--- config.mk ---
export PLATFORM = sky130hd
export DESIGN_NAME = picc_tx_scheduler
export DESIGN_NICKNAME = d
export VERILOG_FILES = /design/src/rtl/picc_pkg.sv /design/src/rtl/rr_arbiter.sv /design/src/rtl/picc_tx_scheduler.sv
export SDC_FILE = /design/constraint.sdc
export NUM_CORES = 1
export LEC_CHECK = 0
export ABC_AREA = 1
export BUFFER_PORTS_ARGS = -buffer_cell sky130_fd_sc_hd__buf_2
export CAP_MARGIN = 0
export CORE_AREA = 2 2 114 116
export CTS_CLUSTER_SIZE = 25
export DETAILED_ROUTE_END_ITERATION = 16
export DIE_AREA = 0 0 116 118
export PLACE_DENSITY = 0.89
export SYNTH_ARGS = -nofsm -noshare
export SYNTH_HDL_FRONTEND = slang
export SYNTH_HIERARCHICAL = 1
export SYNTH_SLANG_ARGS = --single-unit
--- constraint.sdc ---
create_clock -name clk_in -period 5.2 [get_ports clk_in]
set_input_delay 0.26 -clock clk_in [delete_from_list [all_inputs] [get_ports clk_in]]
set_output_delay 0.26 -clock clk_in [all_outputs]
set_load 0.005 [all_outputs]
--- src/rtl/picc_pkg.sv ---
// Shared types and constants for the PICC transmit scheduler.
package picc_pkg;

    localparam int unsigned PAYLOAD_W  = 40;
    localparam int unsigned NBYTES_W   = 3;
    localparam int unsigned MAX_NBYTES = 5;

    typedef enum logic [1:0] {
        IDLE,
        FDT_WAIT,
        TRIG,
        WAIT_DONE
    } picc_state_e;

    typedef struct packed {
        logic [PAYLOAD_W-1:0] data;
        logic [NBYTES_W-1:0]  nbytes;
    } picc_frame_t;

    // A frame is transmittable only with 1..MAX_NBYTES payload bytes.
    function automatic logic nbytes_ok(input logic [NBYTES_W-1:0] n);
        return (n != '0) && (n <= NBYTES_W'(MAX_NBYTES));
    endfunction

endpackage

--- src/rtl/rr_arbiter.sv ---
// Rotating-priority arbiter: one-hot grant, search starts at the index after the last accepted winner.
module rr_arbiter #(
    parameter int unsigned N = 3
) (
    input  logic         clk_in,
    input  logic         rst_in,
    input  logic [N-1:0] req,
    input  logic         accept,
    output logic [N-1:0] grant_c
);

    localparam int unsigned IDX_W = (N > 1) ? $clog2(N) : 1;

    logic [IDX_W-1:0] ptr;
    logic [IDX_W-1:0] next_ptr_c;
    logic             found_c;
    int unsigned      idx;

    always_comb begin
        grant_c    = '0;
        next_ptr_c = ptr;
        found_c    = 1'b0;
        idx        = 0;
        for (int unsigned k = 0; k < N; k++) begin
            idx = int'(ptr) + k;
            if (idx >= N) begin
                idx = idx - N;
            end
            if (!found_c && req[IDX_W'(idx)]) begin
                found_c             = 1'b1;
                grant_c[IDX_W'(idx)] = 1'b1;
                next_ptr_c          = (idx + 1 == N) ? '0 : IDX_W'(idx + 1);
            end
        end
    end

    always_ff @(posedge clk_in or posedge rst_in) begin
        if (rst_in) begin
            ptr <= '0;
        end else if (accept && found_c) begin
            ptr <= next_ptr_c;
        end
    end

endmodule

--- src/rtl/picc_tx_scheduler.sv ---
// PICC response scheduler: round-robin grant, frame-delay hold-off, trigger and done handshake.
// Optional WAIT_DONE watchdog is built when PICC_SCHED_TIMEOUT_EN is defined.
module picc_tx_scheduler
    import picc_pkg::*;
#(
    parameter int unsigned NUM_REQ        = 3,
    parameter int unsigned FDT_CYCLES     = 11720,
    parameter int unsigned TIMEOUT_CYCLES = 2000000
) (
    input  logic                          clk_in,
    input  logic                          rst_in,
    input  logic [NUM_REQ-1:0]            req_in,
    input  logic [NUM_REQ*PAYLOAD_W-1:0]  req_data_in,
    input  logic [NUM_REQ*NBYTES_W-1:0]   req_nbytes_in,
    output logic [NUM_REQ-1:0]            grant_out,
    input  logic                          rx_end_in,
    output logic [PAYLOAD_W-1:0]          picc_data_out,
    output logic [NBYTES_W-1:0]           picc_num_bytes_out,
    output logic                          picc_trigger_out,
    input  logic                          picc_done_in,
    output logic                          busy_out,
    output logic                          drop_out,
    output logic                          timeout_out,
    output logic [7:0]                    tx_count_out
);

    localparam int unsigned FDT_W = (FDT_CYCLES > 0) ? $clog2(FDT_CYCLES + 1) : 1;

    picc_state_e          state;
    logic [FDT_W-1:0]     fdt_cnt;
    logic                 done_q;
    picc_frame_t          frame_q;
    picc_frame_t          sel_frame_c;
    logic [NUM_REQ-1:0]   grant_c;
    logic                 take_c;
    logic                 done_rise_c;
    logic                 wd_hit_c;

    assign take_c      = (state == IDLE) && (|req_in);
    assign done_rise_c = picc_done_in && !done_q;

    rr_arbiter #(
        .N (NUM_REQ)
    ) u_arb (
        .clk_in  (clk_in),
        .rst_in  (rst_in),
        .req     (req_in),
        .accept  (take_c),
        .grant_c (grant_c)
    );

    always_comb begin
        sel_frame_c = '0;
        for (int unsigned i = 0; i < NUM_REQ; i++) begin
            if (grant_c[i]) begin
                sel_frame_c.data   = req_data_in[i*PAYLOAD_W +: PAYLOAD_W];
                sel_frame_c.nbytes = req_nbytes_in[i*NBYTES_W +: NBYTES_W];
            end
        end
    end

    // Frame delay time counts from the end of the PCD frame, so it also runs while IDLE.
    always_ff @(posedge clk_in or posedge rst_in) begin
        if (rst_in) begin
            fdt_cnt <= '0;
        end else if (rx_end_in && (state == IDLE || state == FDT_WAIT)) begin
            fdt_cnt <= FDT_W'(FDT_CYCLES);
        end else if (fdt_cnt != '0) begin
            fdt_cnt <= fdt_cnt - FDT_W'(1);
        end
    end

    always_ff @(posedge clk_in or posedge rst_in) begin
        if (rst_in) begin
            done_q <= 1'b0;
        end else begin
            done_q <= picc_done_in;
        end
    end

`ifdef PICC_SCHED_TIMEOUT_EN
    localparam int unsigned WD_W = $clog2(TIMEOUT_CYCLES + 1);

    logic [WD_W-1:0] wd_cnt;

    always_ff @(posedge clk_in or posedge rst_in) begin
        if (rst_in) begin
            wd_cnt <= '0;
        end else if (state != WAIT_DONE) begin
            wd_cnt <= '0;
        end else begin
            wd_cnt <= wd_cnt + WD_W'(1);
        end
    end

    assign wd_hit_c = (state == WAIT_DONE) && (wd_cnt == WD_W'(TIMEOUT_CYCLES - 1));
`else
    // No watchdog: WAIT_DONE waits for the done edge indefinitely.
    assign wd_hit_c = 1'b0 & (TIMEOUT_CYCLES != 0);
`endif

    always_ff @(posedge clk_in or posedge rst_in) begin
        if (rst_in) begin
            state              <= IDLE;
            grant_out          <= '0;
            drop_out           <= 1'b0;
            picc_trigger_out   <= 1'b0;
            timeout_out        <= 1'b0;
            busy_out           <= 1'b0;
            frame_q            <= '0;
            picc_data_out      <= '0;
            picc_num_bytes_out <= '0;
            tx_count_out       <= '0;
        end else begin
            grant_out        <= '0;
            drop_out         <= 1'b0;
            picc_trigger_out <= 1'b0;
            timeout_out      <= 1'b0;
            case (state)
                IDLE: begin
                    if (take_c) begin
                        grant_out <= grant_c;
                        frame_q   <= sel_frame_c;
                        if (nbytes_ok(sel_frame_c.nbytes)) begin
                            state    <= FDT_WAIT;
                            busy_out <= 1'b1;
                        end else begin
                            drop_out <= 1'b1;
                        end
                    end
                end
                FDT_WAIT: begin
                    if (fdt_cnt == '0) begin
                        state              <= TRIG;
                        picc_trigger_out   <= 1'b1;
                        picc_data_out      <= frame_q.data;
                        picc_num_bytes_out <= frame_q.nbytes;
                    end
                end
                TRIG: begin
                    state <= WAIT_DONE;
                end
                WAIT_DONE: begin
                    if (done_rise_c) begin
                        tx_count_out <= tx_count_out + 8'd1;
                        state        <= IDLE;
                        busy_out     <= 1'b0;
                    end else if (wd_hit_c) begin
                        timeout_out <= 1'b1;
                        state       <= IDLE;
                        busy_out    <= 1'b0;
                    end
                end
                default: begin
                    state    <= IDLE;
                    busy_out <= 1'b0;
                end
            endcase
        end
    end

endmodule

==> results.ini <==
[clocking]
cts.sinks = 119
cts_resized = 0
htree_levels = 4
clockRootBuffer = clkbuf_16
cts_hold_buf = 2
clock_latency_ns = 0.41
clockBufferDepth = 2
cts_made_buffers = 17
cts_tree = done
clk_pin_slew_ns = 0.06
cts_setup_buffers = 0

[sta]
fmax_mhz = 272
finClkSkew_ns = 0.00889
hold_viol_final = 0
finalSetupTns_ns = 0
period_share = 0.707
slew_headroom = 0.328
slew_viol_final = 0
setup_violations = 0
worst_pin_slew_ns = 1.01
post-route-min-period_ns = 3.67
rsz0062_at_grt = no

[logic_synthesis]
synth_top_family_by_area = compound AO/OA/AOI/OAI gates
netlist_area_mm2 = 0.00609
synthMuxAreaShare = 0.00185
synthDistinctLibCells = 39
syn_area_per_cell_um2 = 8.23
yosysWarnings = 6
netlist_instances = 740
yosys.area_share.simple = 0.168
synth_xor_area_frac = 0.0144
synth-async-reset-ratio = 1.00
syn-num-nets = 886
synthFlopType = dfrtp_1
synth_fa_ha_area_frac = 0.0206
synth-seq-area-share = 0.489
ys_ff_latch = 119
synth_compound_area_frac = 0.215
synth_edf_count = 0

[worst_setup_path]
start_kind = flop
crit_type = reg2reg
setup.worst_path.end_class = flop
critPathMaxFanout = 43
critPathLaunch = u_arb/ptr[0]$_DFFE_PP0P_
regToRegSetupSlack_ns = 1.53
crit_required_ns = 5.50
r2r-start = u_arb/ptr[0]$_DFFE_PP0P_
cp.arrival_ns = 3.98

[route]
wirelength_um = 15600
drtPass1Iterations = 5
vias = 5649
first_iter_violations = 451
drc = 0
vias_per_cell = 5.09
wl_per_cell_um = 14.0
drtAntennaViolNets = 0

[grt]
grt_pass1_wl_um = 25400
antenna_found_initial = 1
grt_max_degree = 71
grt_util_all_layers = 0.237
grt_overflow = 0
grt_pass1_vias = 5436

[die]
rows = 41
io_pins = 194
die_area_mm2 = 0.0137
start_util = 0.490
die_height_um = 118
core-area_mm2 = 0.0124
fp.dieW_um = 116

[run_status]
status = finished clean

[cells_and_area]
drive_gt1_frac = 0.294
nNetsFinal = 1069
area_growth_pct = 27.9
final_area_mm2 = 0.00779
utilization = 0.627
fill_cells = 1073

[placed_design]
dpl.hpwl_um = 10900
port_buffers = 192
gp_congestion = 0.891
postPlaceCellArea_mm2 = 0.00715

[pwr]
leakagePower_nw = 4.01
max-vdd-ir-drop_mv = 0.587
powerDensity_mw_per_mm2 = 614

[job]
drv_cap = 0

[min_path]
hold_path_startpoint = req_data_in[81]
min_path_type = in2reg

[critical path, cell delays in order, from the launching register on]
cell	delay, ns
dfrtp_1	0.39
inv_1	0.08
ha_1	0.37
inv_2	0.09
nand2_1	0.08
nand2_2	0.07
nand2_1	0.06
nand2_1	0.10
a31oi_1	0.34
o21ai_4	0.08
buf_4	0.28
inv_1	0.41
buf_4	0.36
nand2_1	0.12
o21bai_1	0.21
nand2_1	0.08
nand2_1	0.15
nand3_1	0.12
nand2_1	0.08
nand2_1	0.04
[kinds of logic after synthesis]
| group | after synthesis |
|---|---|
| compound gates | 233 |
| simple gates | 237 |
| mux | 1 |
| other cells | 1 |
| fa+ha+maj | 10 |
| buf+inv | 129 |
| xor+xnor | 10 |
| flops | 119 |
[path summary, 6_finish.rpt]
kind | endpoint | cells after the start
max | state[0]$_DFFE_PP0P_ | 19
min | frame_q[4]$_DFFE_PP0P_ | 3
max reg2reg | state[0]$_DFFE_PP0P_ | 19
min reg2reg | picc_num_bytes_out[1]$_DFFE_PP0P_ | 2
max in group asynchronous | fdt_cnt[9]$_DFFE_PP0P_ | 4
min in group asynchronous | u_arb/ptr[1]$_DFFE_PP0P_ | 3
[layer usage]
metal  part of all wire  vias to the layer above  GRT usage
li1                   -                     2782          -
met1               0.42                     2611      0.299
met2               0.47                      215      0.378
met3              0.070                       41     0.0541
met4              0.033                        0      0.121
met5                  0                        -          0
[cell usage in the layout (no fill, tap or decap), drive strengths merged]
cell type / count
a31oi: 1
a211oi: 1
o221ai: 2
mux2: 1
clkinvlp: 1
nor4: 2
and3: 2
clkbuf: 23
inv: 91
o21a: 2
a21oi: 92
dlygate4sd3: 2
nor3: 5
ha: 10
or2: 2
nor2: 44
xor2: 7
nand2: 155
bufinv: 4
o31ai: 2
nand4: 3
dfrtp: 119
o21bai: 1
nand3: 24
conb: 1
o21ai: 132
diode: 1
xnor2: 3
clkinv: 5
buf: 199
[metrics by stage]
stage | worst slack [ns] | power, mW | hold slack (ns) | cells
after floorplan | 1.84 | 2.95 | 0.00118 | 740
after global placement | 1.72 | 3.47 | 0.152 | 1074
after detailed placement | 1.55 | 3.54 | 0.158 | 1074
after CTS | 1.55 | 4.80 | 0.0636 | 1108
after global routing | 1.14 | 5.19 | 0.0709 | 1109
final | 1.53 | 4.78 | 0.0790 | 1109
[power breakdown]
group | switching (mW) | internal [mW]
clock | 0.402 | 0.823
sequential | 0.0943 | 1.16
combinational | 1.57 | 0.731
[flip-flops by register name (all words and copies together), names as in the netlist, 2 cells and up]
register and cells:
tx_count_out 8, fdt_cnt 14, picc_data_out 40, frame_q 43, picc_num_bytes_out 3, grant_out 3, state 2, u_arb/ptr 2
[layout make-up]
type / count / area (um2) / share of cell area
sequential: 119 / 2980 / 0.382
multi-input combinational: 492 / 2590 / 0.333
timing repair buffer: 201 / 1030 / 0.133
clock buffer: 23 / 468 / 0.0601
inverter: 92 / 349 / 0.0448
tap: 172 / 215 / 0.0276
clock inverter: 9 / 148 / 0.0190
antenna: 1 / 2.50 / 0.000321
[synthesized netlist by cell type (3+ instances only)]
library cell	count	area, um2
a21oi_1	88	440
buf_2	8	40.0
buf_6	7	78.8
clkbuf_1	21	78.8
dfrtp_1	119	2980
ha_1	10	125
inv_1	90	338
nand2_1	152	571
nand3_1	21	105
nand4_1	3	18.8
nor2_1	38	143
nor2_2	3	18.8
nor3_1	5	25.0
o21ai_0	89	445
o21ai_1	19	95.1
o21ai_2	24	210
xnor2_1	3	26.3
xor2_1	7	61.3
No activity file was read; power rests on OpenSTA's default activity.
